[config.mk]
export PLATFORM = sky130hd
export DESIGN_NAME = regfile_dump_ctrl
export DESIGN_NICKNAME = d
export VERILOG_FILES = /design/src/rtl/regfile_dump_ctrl.sv
export SDC_FILE = /design/constraint.sdc
export NUM_CORES = 1
export LEC_CHECK = 0
export ABC_CLOCK_PERIOD_IN_PS = 3600
export CAP_MARGIN = 20
export CORE_MARGIN = 5
export CORE_UTILIZATION = 49
export CTS_CLUSTER_SIZE = 25
export DETAILED_ROUTE_END_ITERATION = 8
export PLACE_DENSITY = 0.85
export SKIP_LAST_GASP = 1
export SLEW_MARGIN = 20
export SYNTH_ARGS = -nofsm -noshare
export SYNTH_HDL_FRONTEND = slang
export SYNTH_SLANG_ARGS = --single-unit
[constraint.sdc]
create_clock -name CLK -period 3.6 [get_ports CLK]
set_input_delay 0.36 -clock CLK [delete_from_list [all_inputs] [get_ports CLK]]
set_output_delay 0.36 -clock CLK [all_outputs]
set_load 0.005 [all_outputs]
[src/rtl/regfile_dump_ctrl.sv]
// Walks the processor debug read port (inr -> out_value) once HALT is seen and streams
// (addr, data) beats over valid/ready.
//   state     | meaning
//   IDLE      | waiting for start
//   WAIT_HALT | waiting for halted, bounded by HaltTimeout cycles
//   SETTLE    | inr applied, waiting ReadLatency cycles for out_value
//   PRESENT   | beat held on dump_* until accepted
//   DONE      | one-cycle done pulse
module regfile_dump_ctrl #(
  parameter int RegAddrBits = 3,
  parameter int DataWidth   = 16,
  parameter int TotalReg    = 8,
  parameter int ReadLatency = 1,
  parameter int HaltTimeout = 255,
  parameter int TimeoutBits = 8
) (
  input  logic                   CLK,
  input  logic                   RST,
  input  logic                   start,
  input  logic                   halted,
  output logic [RegAddrBits-1:0] inr,
  input  logic [DataWidth-1:0]   out_value,
  output logic                   dump_valid,
  input  logic                   dump_ready,
  output logic [RegAddrBits-1:0] dump_addr,
  output logic [DataWidth-1:0]   dump_data,
  output logic                   dump_last,
  output logic                   busy,
  output logic                   done,
  output logic                   timeout
);

  localparam int SettleBits = $clog2(ReadLatency + 1);

  typedef enum logic [2:0] {IDLE, WAIT_HALT, SETTLE, PRESENT, DONE} state_t;

  state_t                 state, state_nx;
  logic [TimeoutBits-1:0] timer, timer_nx;
  logic [SettleBits-1:0]  settle, settle_nx;
  logic [RegAddrBits-1:0] inr_nx, addr_nx;
  logic [DataWidth-1:0]   data_nx;
  logic                   valid_nx, last_nx, timeout_nx, busy_nx, done_nx;

  always_comb begin
    state_nx   = state;
    timer_nx   = timer;
    settle_nx  = settle;
    inr_nx     = inr;
    addr_nx    = dump_addr;
    data_nx    = dump_data;
    valid_nx   = dump_valid;
    last_nx    = dump_last;
    timeout_nx = timeout;
    case (state)
      IDLE: begin
        if (start) begin
          state_nx   = WAIT_HALT;
          timeout_nx = 1'b0;
          timer_nx   = '0;
          inr_nx     = '0;
        end
      end
      WAIT_HALT: begin
        if (halted) begin
          state_nx  = SETTLE;
          settle_nx = SettleBits'(ReadLatency);
        end else if (timer == TimeoutBits'(HaltTimeout - 1)) begin
          state_nx   = IDLE;
          timeout_nx = 1'b1;
        end else begin
          timer_nx = timer + TimeoutBits'(1);
        end
      end
      SETTLE: begin
        settle_nx = settle - SettleBits'(1);
        // count==1 marks the last settle cycle, so out_value is valid at this edge
        if (settle == SettleBits'(1)) begin
          state_nx = PRESENT;
          data_nx  = out_value;
          addr_nx  = inr;
          last_nx  = (inr == RegAddrBits'(TotalReg - 1));
          valid_nx = 1'b1;
        end
      end
      PRESENT: begin
        if (dump_ready) begin
          valid_nx = 1'b0;
          if (dump_last) begin
            state_nx = DONE;
          end else begin
            state_nx  = SETTLE;
            inr_nx    = inr + RegAddrBits'(1);
            settle_nx = SettleBits'(ReadLatency);
          end
        end
      end
      DONE: begin
        state_nx = IDLE;
        inr_nx   = '0;
      end
      default: state_nx = IDLE;
    endcase
    busy_nx = (state_nx != IDLE);
    done_nx = (state_nx == DONE);
  end

  always_ff @(posedge CLK) begin
    if (!RST) begin
      state      <= IDLE;
      timer      <= '0;
      settle     <= '0;
      inr        <= '0;
      dump_addr  <= '0;
      dump_data  <= '0;
      dump_valid <= 1'b0;
      dump_last  <= 1'b0;
      busy       <= 1'b0;
      done       <= 1'b0;
      timeout    <= 1'b0;
    end else begin
      state      <= state_nx;
      timer      <= timer_nx;
      settle     <= settle_nx;
      inr        <= inr_nx;
      dump_addr  <= addr_nx;
      dump_data  <= data_nx;
      dump_valid <= valid_nx;
      dump_last  <= last_nx;
      busy       <= busy_nx;
      done       <= done_nx;
      timeout    <= timeout_nx;
    end
  end

endmodule

==> impl_metrics.ini <==
[sta]
setup_slack_ns = 1.78
setup_viol = 0
period_minus_slack_ns = 1.82
holdWs_ns = 0.473
fmax_mhz = 550
max_slew.worst_pin.slew_ns = 0.916
max-slew-margin-rel_pct = 38.7
fin_crit_sh_pct = 50.5
clock_skew_ns = 0.00294
tns_ns = 0
rsz0062_at_grt = no
hold_viol_final = 0
maxSlewViolCount = 0

[yosys]
ys.flop_type = dfxtp_1
syn_avg_cell_area_sq_um = 8.88
yosys.area.top_type_share_pct = 46.5
synth_area_sq_mm = 0.00168
async_flop_share_pct = 0
ys_seq_elements = 39
ys_seq_area_share_pct = 46.5
synth-edff-count = 0
syn_inst = 189
yosys-top-cells-count = 45 x nand2_1, 39 x dfxtp_1, 20 x a21boi_0
post-synth-top-count-cell = nand2_1
yosys.area.top_type = dfxtp_1
yosysWarnings = 0
synth_area_leaders = dfxtp_1 47%, nand2_1 10%, a21boi_0 8.9%
synth_cell_types = 38
synth_nets = 214

[worst_setup_path]
path_max_fanout = 21
max_stage_delay_ns = 0.78
required_ns = 3.83
crit_family = simple AND/OR/NAND/NOR gates
crit_type = reg2reg
crit_path_end_kind = flop
crit_slowest_cell = nand4bb_1
crit_chain = nand4bb_1, o211a_1
crit_buf_inv = 0
worst_setup_path_start_kind = flop
critPathArrivalTime_ns = 2.05

[placed_design]
dpl.hpwl_um = 2540
dp.cells = 272
pre_cts_ws_ns = 1.47
gp_congestion = 0.809
io_buffers = 47

[global_route]
grt_pass1_vias = 1343
grt_pass1_wl_um = 5950
grt_use_total_pct = 16.8
grt_max_degree = 33
antenna_found_initial = 0
overflow = 0

[floorplanning]
start_util_pct = 50.3
die-area_sq_mm = 0.00469
die_h_um = 68.5
core_area_sq_mm = 0.00334
rows = 21
die_w_um = 68.5
io_pins = 48

[power_and_ir_drop]
intPower_mw = 0.576
p_clk_share_pct = 29.4
power.total_mw = 0.742
power.switching_mw = 0.166
irDropWorstVdd_v = 0.000224
swShare_pct = 22.3
p_per_area_mw_per_mm2 = 335
cellLeakagePower_nw = 0.779
power_frac_seq_pct = 60.5
pwr-share-comb_pct = 10.0

[clocking]
numCtsBuffers = 5
cts.path.max_buffers = 2
numClockSinks = 39
cts_max_level = 2
cts_hold_buf = 0
cts_setup_buffers = 0
cts_repair_resize_count = 0
clk-insertion-delay-late_ns = 0.33
root_buffer = clkbuf_4
clkTransAtPathRegs_ns = 0.10
cts_tree = yes

[routing]
drc_errors = 0
num_vias = 1383
drt-initial-drc-count = 108
ant_nets = 0
via_per_inst = 4.96
drt-total-wl_um = 3460
firstDrtPassIters = 4
wl_per_cell_um = 12.4

[cells_and_area]
area_growth_pct = 32.0
n_antenna_cell = 0
finish.net_count = 258
final_cell_count_no_fill = 279
fillers = 295
drive_above_1_share_pct = 4.29

[job]
drv_cap = 0

[min_path]
hp-class = reg2reg

[outcome]
outcome = finished clean
routing by layer:
metal | vias to the layer above | part of all wire [%] | GRT usage, %
li1 | 738 | - | -
met2 | 34 | 43 | 25.7
met5 | - | 0 | 0
met4 | 0 | 0.46 | 2.98
met3 | 2 | 5.8 | 6.97
met1 | 609 | 50 | 22.4
area by class of cell:
cell class	count	area, sq um	share of cell area [%]
Clock buffer	6	51.3	2.32
Clock inverter	1	5.00	0.226
Inverter	4	15.0	0.678
Multi-Input combinational cell	136	835	37.7
Sequential cell	39	781	35.3
Tap cell	46	57.6	2.60
Timing Repair Buffer	47	470	21.2
worst reg2reg max path, delay by kind of cell (launching register included):
family / cells / cell delay [ns]
AND/OR/NAND/NOR: 1 / 0.78
flip-flops: 1 / 0.54
AO/OA/AOI/OAI: 1 / 0.40
cell families after synthesis:
family / after synthesis / synth area share [%]
AND/OR/NAND/NOR: 82 / 24.0
AO/OA/AOI/OAI: 42 / 18.3
flip-flops: 39 / 46.5
buffers and inverters: 14 / 3.73
XOR/XNOR: 4 / 2.09
multiplexers: 4 / 2.39
adder cells (fa/ha/maj): 4 / 2.98
cells in the final DEF (no fill, tap or decap), types with 5 or more instances in the layout:
| cell type | n |
|---|---|
| nor2_1 | 13 |
| nand2_1 | 45 |
| clkdlybuf4s50_1 | 47 |
| clkbuf_4 | 5 |
| a21boi_0 | 20 |
| dfxtp_1 | 39 |
flip-flops by register name, summed over array words and instances, names as in the netlist:
| name | cells |
|---|---|
| timeout | 1 |
| done | 1 |
| busy | 1 |
| dump_data | 16 |
| state | 3 |
| dump_last | 1 |
| dump_addr | 3 |
| inr | 3 |
| dump_valid | 1 |
| settle | 1 |
| timer | 8 |
path summary, 6_finish.rpt:
kind,start,to,slack (ns),cells after the start
min,dump_data[6],dump_data[6],0.47,2
max reg2reg,state[1],settle,1.78,2
min reg2reg,dump_data[6],dump_data[6],0.47,2
max,state[1],settle,1.78,2
stage by stage:
stage	instance area, sq um	util, %
floorplan	1680	-
detailed placement	2160	64.7
finish	2210	66.4
global placement	2160	64.7
CTS	2210	66.4
global route	2210	66.4
power by group through the flow:
stage | Sequential, mW | Combinational (mW) | Clock [mW]
6_report | 0.449 | 0.0744 | 0.218
5_1_grt | 0.451 | 0.0811 | 0.254
4_1_cts | 0.449 | 0.0752 | 0.228
3_5_place_dp | 0.459 | 0.0750 | 0
3_3_place_gp | 0.459 | 0.0742 | 0
2_1_floorplan | 0.455 | 0.0401 | 0
Note: power is estimated with default switching activity, not from simulation.
